==> config.mk <==
export PLATFORM = sky130hd
export DESIGN_NAME = microcode_sequencer
export DESIGN_NICKNAME = d
export VERILOG_FILES = /design/src/rtl/microcode_sequencer.sv
export SDC_FILE = /design/constraint.sdc
export NUM_CORES = 1
export LEC_CHECK = 0
export ABC_AREA = 1
export CAP_MARGIN = 15
export CORE_AREA = 8 8 62 64
export CTS_BUF_LIST = sky130_fd_sc_hd__clkbuf_4 sky130_fd_sc_hd__clkbuf_8 sky130_fd_sc_hd__clkbuf_16
export DETAILED_ROUTE_END_ITERATION = 16
export DIE_AREA = 0 0 70 72
export PLACE_DENSITY = 0.84
export SYNTH_ARGS = -nofsm -noshare
export SYNTH_HDL_FRONTEND = slang
export SYNTH_SLANG_ARGS = --single-unit
==> constraint.sdc <==
create_clock -name clk -period 2.75 [get_ports clk]
set_input_delay 0.55 -clock clk [delete_from_list [all_inputs] [get_ports clk]]
set_output_delay 0.55 -clock clk [all_outputs]
set_load 0.05 [all_outputs]
==> src/rtl/microcode_sequencer.sv <==
// Microcode sequencer: steps micro-ops per opcode, tracks prefix pages,
// forms the ROM address and gates the fetched control word.
//
// Ports:
//   clk, rst      rising-edge clock, async active-high reset
//   opcode        instruction register contents
//   flags         ALU flags folded into the ROM address
//   stall         freezes step/page/step_ovf (wait states)
//   ctrl_en       1 = drive uword onto control_word, 0 = drive CW_IDLE
//   uaddr         ROM address {page, flags, opcode, step}
//   uword         ROM data, combinational from uaddr
//   control_word  gated control word to the datapath
//   step, page    current micro-step and opcode page
//   step_ovf      sticky: step counter wrapped without a step reset
module microcode_sequencer #(
    parameter int OPCODE_W = 8,
    parameter int FLAGS_W  = 4,
    parameter int STEP_W   = 3,
    parameter int PAGES    = 4,
    parameter int CW_W     = 32,
    parameter int SR_BIT   = 0,
    parameter int EXT_BIT  = 1,
    parameter logic [CW_W-1:0] CW_IDLE = 32'h17ff58ff,
    localparam int PAGE_W  = (PAGES > 1) ? $clog2(PAGES) : 1,
    localparam int UADDR_W = PAGE_W + FLAGS_W + OPCODE_W + STEP_W
) (
    input  logic                clk,
    input  logic                rst,
    input  logic [OPCODE_W-1:0] opcode,
    input  logic [FLAGS_W-1:0]  flags,
    input  logic                stall,
    input  logic                ctrl_en,
    output logic [UADDR_W-1:0]  uaddr,
    input  logic [CW_W-1:0]     uword,
    output logic [CW_W-1:0]     control_word,
    output logic [STEP_W-1:0]   step,
    output logic [PAGE_W-1:0]   page,
    output logic                step_ovf
);

    localparam logic [PAGE_W-1:0] PAGE_MAX = PAGE_W'(PAGES - 1);
    localparam logic [STEP_W-1:0] STEP_MAX = {STEP_W{1'b1}};

    logic                sr;
    logic                ex;
    logic                ovf_hit;
    logic [STEP_W-1:0]   step_nxt;
    logic [PAGE_W-1:0]   page_nxt;

    // SR/EX come from the raw ROM word so gating the bus never
    // disturbs sequencing.
    assign sr = uword[SR_BIT];
    assign ex = (PAGES > 1) && uword[EXT_BIT];

    assign uaddr        = {page, flags, opcode, step};
    assign control_word = ctrl_en ? uword : CW_IDLE;

    always_comb begin
        step_nxt = step + STEP_W'(1);
        ovf_hit  = 1'b0;
        page_nxt = page;
        if (sr) begin
            step_nxt = '0;
        end else if (step == STEP_MAX) begin
            ovf_hit = 1'b1;
        end
        // Prefix advance wins over the page clear: SR+EX ends the
        // prefix instruction but keeps the new page for the next fetch.
        if (ex) begin
            if (page != PAGE_MAX) begin
                page_nxt = page + PAGE_W'(1);
            end
        end else if (sr) begin
            page_nxt = '0;
        end
    end

    always_ff @(posedge clk or posedge rst) begin
        if (rst) begin
            step     <= '0;
            page     <= '0;
            step_ovf <= 1'b0;
        end else if (!stall) begin
            step <= step_nxt;
            page <= page_nxt;
            if (ovf_hit) begin
                step_ovf <= 1'b1;
            end
        end
    end

endmodule

==> metrics.csv, run 1 <==
metric;value;unit
outcome;completed;
Startpoint Class;primary input;
Post-CTS Setup Repair Bufs;0;
DR vias/cell;4.06;
Slew @ Worst Pin;501;ps
Post-Place Cells;210;
Clock transition at path regs;40;ps
Area growth syn-to-layout;149;%
nets;233;
drt total wl;2.75;mm
critical path class;primary input to output port;
gr ovfl total;0;
Post-Synthesis Mean Instance Area;5.90;um2
Syn Inst Count;118;
YS warnings;0;
Crit. End Element;output port;
routed len/inst;12.9;um
Die Y;72;um
Buffers on Ports;78;
Core Area;0.00290;mm2
# setup viols final;0;
Hold Fails Final Rpt;0;
final instance area;0.00173;mm2
Leak;0.000959;uW
synth unique cells;14;
Synth Area in XOR/XNOR;0;%
max_cap viols;0;
RSZ-0062 raised after global routing;false;
Cell Area, Placed;0.00171;mm2
drc violations;0;
share of post-route cells with drive strength above 1;22.8;%
commonest non-fill, non-tap cells in the layout;46 x clkdlybuf4s50_1, 44 x nand2_1, 34 x inv_1;
vias in the first global route;954;
compound-gate portion of the synthesized area;3.06;%
final period utilization;80.7;%
Max-Slew Margin vs Limit;66.5;%
critical path peak fanout;28;
Design Power;750;uW
min cycle time layout;2220;ps
clock skew;1.36;ps
Synth Area in Adders;5.40;%
Yosys reg bits;6;
Synth area leaders;nand2_1 24%, buf_4 22%, dfrtp_1 22%;
TritonCTS clock tree;built;
Iter 0 DRT Violations;40;
Tot GR Track Use;10.9;%
area leader, netlist;nand2_1;
antenna violations before repair;0;
H-tree depth;1;
multiplexer share of the synthesized area;0;%
first-pass GRT wire length;4.54;mm
CTS Sinks;6;
number of non-filler instances in the completed layout;213;
clock buffer depth;2;
Slew Limit Fails;0;
setup slack after layout;532;ps
HP Class;flip-flop to flip-flop;
drt pass-1 iters;4;
Yosys top cell area share;23.7;%
via count;864;
Ports;103;
antenna fix cells;0;
Inserted Clock Buffers;3;
die area;0.00504;mm2
row count;20;
Seq/Total Area, Yosys;21.6;%
Simple-Gate Fraction of Synth Area;29.5;%
Chip Width;70;um
Critical Path RT;2200;ps
Root Buffer;clkbuf_4;
maximum VDD drop;0.000376;V
Initial Util;24.0;%
pin count of the biggest net entering global routing;29;
Max Fclk;0.451;GHz
Syn Nets;169;
final setup TNS;0;ps
hold-fix buffers at CTS;0;
pre-CTS setup slack;519;ps
most common cell after layout, fill and taps aside;clkdlybuf4s50_1;
CTS resizes;0;
CP arrival;1670;ps
mapped cell area;696;um2
Pwr per Cell Area;434;mW/mm2
Antenna Violating Nets Remaining;0;
DP HPWL;2.55;mm
Clock Latency Late Sink;240;ps
largest family of logic cells by synthesized area;buffers and inverters;
Routability Congestion;0.704;
## routing by layer
layer | share of wire [%] | up-vias | global-route usage (%)
li1 | - | 435 | -
met1 | 33 | 357 | 9.38
met2 | 45 | 59 | 18.3
met3 | 19 | 13 | 8.87
met4 | 2.5 | 0 | 4.91
met5 | 0 | - | 0
## worst paths after layout
kind | start | to | slack (ps) | cells after the start
max | ctrl_en | control_word[10] | 530 | 5
min | step_ovf | step_ovf | 460 | 1
max reg2reg | step[0] | step[2] | 1620 | 4
min reg2reg | step_ovf | step_ovf | 460 | 1
max in group asynchronous | rst | step[2] | 2040 | 2
min in group asynchronous | rst | page[0] | 520 | 2
## cell type report
| class | count | area (um2) |
|---|---|---|
| timing repair buffer | 79 | 1120 |
| sequential | 6 | 150 |
| inverter | 35 | 131 |
| multi-input combinational | 57 | 264 |
| fill | 242 | 1170 |
| tap | 33 | 41.3 |
| clock buffer | 3 | 22.5 |
## state kept, by name, summed over array words and instances (netlist names)
register  cells
step          3
page          2
step_ovf      1
## where the power goes
part,switching [uW],internal [uW]
Combinational,313,225
Sequential,23.0,110
Clock,30.5,49.3
Total,367,384
## synth_stat cells (all sizes together)
library cell	instances
nand3	3
a21o	1
dfrtp	6
nand2	45
a21oi	2
inv	35
buf	20
nor2	3
ha	3
## logic make-up (layout without fill, tap and decap cells)
logic type	after synthesis	after routing
buf+inv	55	117
simple gates	51	51
flops	6	6
fa+ha+maj	3	3
compound gates	3	3
## stage by stage
step | hold slack, ps | util [%]
after floorplan | 341 | -
after global placement | 439 | 58.8
after detailed placement | 454 | 58.8
after CTS | 464 | 59.6
after global routing | 482 | 59.6
final | 461 | 59.6
## critical path, stage by stage
cell	delay, ps
clkdlybuf4s50_1	580
buf_12	200
nand2_1	70
inv_1	110
buf_12	150
(Power assumes the default switching activity.)
==> inputs of run 2 (changes only) <==
--- a/config.mk
+++ b/config.mk
@@ -7,11 +7,11 @@
 export LEC_CHECK = 0
 export ABC_AREA = 1
 export CAP_MARGIN = 15
-export CORE_AREA = 8 8 62 64
+export CORE_AREA = 8 8 67 69
 export CTS_BUF_LIST = sky130_fd_sc_hd__clkbuf_4 sky130_fd_sc_hd__clkbuf_8 sky130_fd_sc_hd__clkbuf_16
 export DETAILED_ROUTE_END_ITERATION = 16
-export DIE_AREA = 0 0 70 72
-export PLACE_DENSITY = 0.84
+export DIE_AREA = 0 0 75 77
+export PLACE_DENSITY = 0.75
 export SYNTH_ARGS = -nofsm -noshare
 export SYNTH_HDL_FRONTEND = slang
 export SYNTH_SLANG_ARGS = --single-unit
==> constraint.sdc (replaced) <==
create_clock -name clk -period 1.93 [get_ports clk]
set_input_delay 0.386 -clock clk [delete_from_list [all_inputs] [get_ports clk]]
set_output_delay 0.386 -clock clk [all_outputs]
set_load 0.05 [all_outputs]
==> metrics.csv, run 2 (synthesis gave the netlist of run 1 again) <==
metric;value;unit;change
outcome;completed;;
drt total wl;2.61;mm;-5.2%
multi-input logic area;264;um2;unchanged
Crit path max-delay family;buffers and inverters;;
CTS resizes;0;;unchanged
Max-Slew Margin vs Limit;66.5;%;about the same
Startpoint Class;flip-flop;;
Crit path largest cell delay;820;ps;+240 ps
drc violations;0;;unchanged
Post-Place Cells;226;;+7.6%
largest register by flop count;step;;
clock skew;1.11;ps;-0.246 ps
Reg area;150;um2;unchanged
max FFs per register;3;;unchanged
CTS Sinks;6;;unchanged
Iter 0 DRT Violations;7;;-83%
DR vias/cell;3.75;;-7.5%
Largest regs;step (3), page (2), step_ovf (1);;
critical-path cell list;clkdlybuf4s50_1;;
CP arrival;1460;ps;-210 ps
Pwr per Cell Area;606;mW/mm2;+40%
Buffers on Ports;78;;unchanged
pin count of the biggest net entering global routing;24;;-17%
via count;859;;-0.58%
Tot GR Track Use;8.91;%;-2.0 points
TritonCTS clock tree;built;;
critical path peak fanout;4;;-86%
antenna fix cells;0;;unchanged
first-pass GRT wire length;4.07;mm;-10%
Leak;0.000974;uW;+1.6%
setup slack after layout;86.1;ps;-446 ps
Ports;103;;unchanged
pre-CTS setup slack;150;ps;-368 ps
vias in the first global route;923;;-3.2%
RSZ-0062 raised after global routing;false;;
row count;22;;+10%
most common cell after layout, fill and taps aside;nand2_1;;
Clock transition at path regs;40;ps;about the same
HP Class;primary input to asynchronous set/reset pin;;
Area growth syn-to-layout;150;%;
H-tree depth;1;;unchanged
Chip Width;75;um;+7.1%
routed len/inst;11.4;um;-12%
Clock Latency Late Sink;240;ps;about the same
Initial Util;19.9;%;-4.1 points
clock buffer depth;2;;unchanged
DP HPWL;2.51;mm;-1.7%
die area;0.00578;mm2;+15%
worst path bufs/invs;1;;-3
Die Y;77;um;+6.9%
final period utilization;95.5;%;
max_cap viols;0;;unchanged
commonest non-fill, non-tap cells in the layout;44 x nand2_1, 39 x clkdlybuf4s50_1, 34 x inv_1;;
Crit-path slowest cell;clkdlybuf4s50_1;;
Root Buffer;clkbuf_4;;
share of post-route cells with drive strength above 1;27.1;%;+4.3 points
nets;234;;+0.43%
Critical Path RT;1540;ps;-660 ps
# fillers;331;;+37%
Antenna Violating Nets Remaining;0;;unchanged
maximum VDD drop;0.000171;V;-55%
min cycle time layout;1840;ps;
Core Area;0.00350;mm2;+20%
Slew @ Worst Pin;501;ps;-0.235 ps
Hold Fails Final Rpt;0;;unchanged
gr ovfl total;0;;unchanged
Crit. End Element;output port;;
# setup viols final;0;;unchanged
final setup TNS;0;ps;unchanged
number of non-filler instances in the completed layout;229;;+7.5%
drt pass-1 iters;4;;unchanged
Hold WS;358;ps;-104 ps
antenna violations before repair;0;;unchanged
Routability Congestion;0.698;;-0.81%
Slew Limit Fails;0;;unchanged
Max Fclk;0.542;GHz;
critical path class;flip-flop to output port;;
Design Power;1050;uW;+41%
Inserted Clock Buffers;3;;unchanged
Post-CTS Setup Repair Bufs;0;;unchanged
hold-fix buffers at CTS;0;;unchanged
run 2: cell count changes in the layout (fill, tap and decap cells not counted):
cell / previous run / this run
buf_4: 0 / 8
clkdlybuf4s50_1: 46 / 39
run 2: path summary, 6_finish.rpt:
check | start | endpoint | slack (ps) | cells after the start
max reg2reg | step[0] | step[2] | 810 | 4
min | rst | step[1] | 360 | 2
max in group asynchronous | rst | page[0] | 1390 | 2
min reg2reg | step_ovf | step_ovf | 450 | 1
max | page[1] | uaddr[16] | 90 | 1
min in group clk | step_ovf | step_ovf | 450 | 1
run 2: cell type report:
class	count	area share (%)
clock buffer	3	1.29
inverter	35	7.55
multi-input combinational	57	15.2
sequential	6	8.63
tap	48	3.45
timing repair buffer	80	63.9
run 2: power breakdown:
| group | internal [uW] | switching [uW] | total, uW |
|---|---|---|---|
| registers | 156 | 32.3 | 189 |
| logic | 311 | 444 | 756 |
| clock network | 70.0 | 40.5 | 111 |
| total | 538 | 517 | 1050 |
run 2: per-layer routing:
layer | share of wire, % | routed length (um) | global-route usage [%]
met3 | 23 | 588 | 7.80
met4 | 2.4 | 62 | 3.73
met5 | 0 | 0 | 0
met2 | 46 | 1200 | 14.7
met1 | 29 | 758 | 7.17
run 2: stage by stage:
step                util (%)  cell area [um2]
finish                  49.7             1740
global route            49.7             1740
CTS                     49.7             1740
detailed placement      49.1             1720
global placement        49.1             1720
floorplan                  -              696
==> inputs of run 3 (changes only) <==
--- a/config.mk
+++ b/config.mk
@@ -7,11 +7,11 @@
 export LEC_CHECK = 0
 export ABC_AREA = 1
 export CAP_MARGIN = 15
-export CORE_AREA = 8 8 67 69
+export CORE_AREA = 8 8 64 66
 export CTS_BUF_LIST = sky130_fd_sc_hd__clkbuf_4 sky130_fd_sc_hd__clkbuf_8 sky130_fd_sc_hd__clkbuf_16
 export DETAILED_ROUTE_END_ITERATION = 16
-export DIE_AREA = 0 0 75 77
-export PLACE_DENSITY = 0.75
+export DIE_AREA = 0 0 72 74
+export PLACE_DENSITY = 0.79
 export SYNTH_ARGS = -nofsm -noshare
 export SYNTH_HDL_FRONTEND = slang
 export SYNTH_SLANG_ARGS = --single-unit
==> constraint.sdc (replaced) <==
create_clock -name clk -period 2 [get_ports clk]
set_input_delay 0.4 -clock clk [delete_from_list [all_inputs] [get_ports clk]]
set_output_delay 0.4 -clock clk [all_outputs]
set_load 0.05 [all_outputs]
==> metrics.csv, run 3 (synthesis gave the netlist of run 1 again) <==
metric;value;unit;change
final period utilization;95.2;%;
Clock Latency Late Sink;250;ps;about the same
top sig layer;met4;;
gr ovfl total;0;;unchanged
Largest regs;step (3), page (2), step_ovf (1);;
first-pass GRT wire length;4.34;mm;+6.6%
Hold Fails Final Rpt;0;;unchanged
commonest non-fill, non-tap cells in the layout;45 x clkdlybuf4s50_1, 44 x nand2_1, 34 x inv_1;;
sequential power share;17.6;%;-0.3 points
RR Startpoint;step[0];;
clock skew;1.69;ps;+0.574 ps
Crit path largest cell delay;840;ps;+20 ps
Max-Slew Margin vs Limit;66.9;%;+0.36 points
Sw Share;49.0;%;about the same
Inserted Clock Buffers;3;;unchanged
max FFs per register;3;;unchanged
maximum VDD drop;0.000171;V;+0.24%
worst path bufs/invs;1;;unchanged
Logic pwr share;71.5;%;about the same
Buffers on Ports;78;;unchanged
routed len/inst;12.5;um;+9.3%
drc violations;0;;unchanged
Post-CTS Setup Repair Bufs;0;;unchanged
DP HPWL;2.53;mm;+0.67%
Critical Path RT;1600;ps;+60 ps
HP Class;primary input to asynchronous set/reset pin;;
most common cell after layout, fill and taps aside;clkdlybuf4s50_1;;
antenna fix cells;0;;unchanged
die area;0.00533;mm2;-7.7%
DR vias/cell;3.89;;+3.7%
largest register by flop count;step;;
P_sw;506;uW;-2.1%
Slew Limit Fails;0;;unchanged
Startpoint Class;flip-flop;;
clock buffer depth;2;;unchanged
Crit-path slowest cell;clkdlybuf4s50_1;;
final setup TNS;0;ps;unchanged
pin count of the biggest net entering global routing;19;;-21%
Clock transition at path regs;40;ps;about the same
Max Fclk;0.525;GHz;
Pwr per Cell Area;594;mW/mm2;-2.1%
Initial Util;21.9;%;+2.0 points
H-tree depth;1;;unchanged
critical-path cell list;clkdlybuf4s50_1;;
Leak;0.000961;uW;-1.3%
vias in the first global route;998;;+8.1%
Routability Congestion;0.718;;+2.8%
Core Area;0.00318;mm2;-9.1%
Pint;526;uW;-2.1%
antenna violations before repair;0;;unchanged
RSZ-0062 raised after global routing;false;;
row count;21;;-4.5%
# fillers;279;;-16%
drt total wl;2.83;mm;+8.4%
Crit path max-delay family;buffers and inverters;;
CTS Sinks;6;;unchanged
Chip Width;72;um;-4.0%
Worst Reg-to-Reg Cells;4;;unchanged
# setup viols final;0;;unchanged
CTS resizes;0;;unchanged
Post-Route M1 WL;866;um;+14%
nets;234;;unchanged
outcome;completed;;
hold-fix buffers at CTS;0;;unchanged
Area growth syn-to-layout;150;%;unchanged
register-to-register setup slack;860;ps;+50 ps
final instance area;0.00174;mm2;unchanged
Crit. End Element;output port;;
Detail Route met3 WL;541;um;-8.0%
Antenna Violating Nets Remaining;0;;unchanged
max_cap viols;0;;unchanged
Iter 0 DRT Violations;22;;+15
CP arrival;1500;ps;+40 ps
min cycle time layout;1900;ps;
RR Endpoint;step[2];;
via count;883;;+2.8%
Hold WS;368;ps;+9.70 ps
Tot GR Track Use;10.6;%;+1.7 points
Root Buffer;clkbuf_4;;
Die Y;74;um;-3.9%
drt pass-1 iters;2;;-2
share of post-route cells with drive strength above 1;23.8;%;-3.3 points
part of the power in the clock network;10.9;%;+0.4 points
Ports;103;;unchanged
Cell Area, Placed;0.00172;mm2;unchanged
Slew @ Worst Pin;495;ps;-5.35 ps
met2 wire length;1.33;mm;+11%
TritonCTS clock tree;built;;
critical path peak fanout;5;;+1
critical path class;flip-flop to output port;;
## run 3: changes by cell type in the layout (fill, tap and decap cells not counted), sizes merged
cell / delta
buf: -6
clkdlybuf4s50: +6
## run 3: power by group through the flow
stage	registers (uW)	clock network (uW)	logic, uW
6_report	182	113	738
5_1_grt	187	119	774
4_1_cts	183	116	747
3_5_place_dp	184	0	745
3_3_place_gp	181	0	734
2_1_floorplan	281	0	389
## run 3: worst max path at each step
stage / cells past startpoint / end / from
floorplan: 1 / uaddr[0] / step[0]
global placement: 5 / control_word[9] / ctrl_en
detailed placement: 5 / control_word[15] / ctrl_en
CTS: 1 / step[0] / step[0]
global route: 1 / step[0] / step[0]
finish: 1 / uaddr[0] / step[0]
## run 3: area by class of cell
type,instances,area (um2),area share (%)
inverters,35,131,7.55
flip-flops and latches,6,150,8.63
well taps,46,57.6,3.31
clock buffers,3,22.5,1.29
repair buffers,80,1110,64.0
multi-input cells,57,264,15.2
## run 3: metrics by stage
stage | total power, uW | utilization [%] | std cells | setup slack [ps]
2_1_floorplan | 670 | - | 118 | 640
3_3_place_gp | 915 | 54.0 | 224 | 212
3_5_place_dp | 929 | 54.0 | 224 | 183
4_1_cts | 1050 | 54.7 | 227 | 83.7
5_1_grt | 1080 | 54.7 | 227 | 67.2
6_report | 1030 | 54.7 | 227 | 95.1
## run 3: per-layer routing
layer  global-route usage (%)  up-vias
li1                         -      437
met1                     8.03      373
met2                     18.2       59
met3                     8.49       14
met4                     6.80        0
met5                        0        -
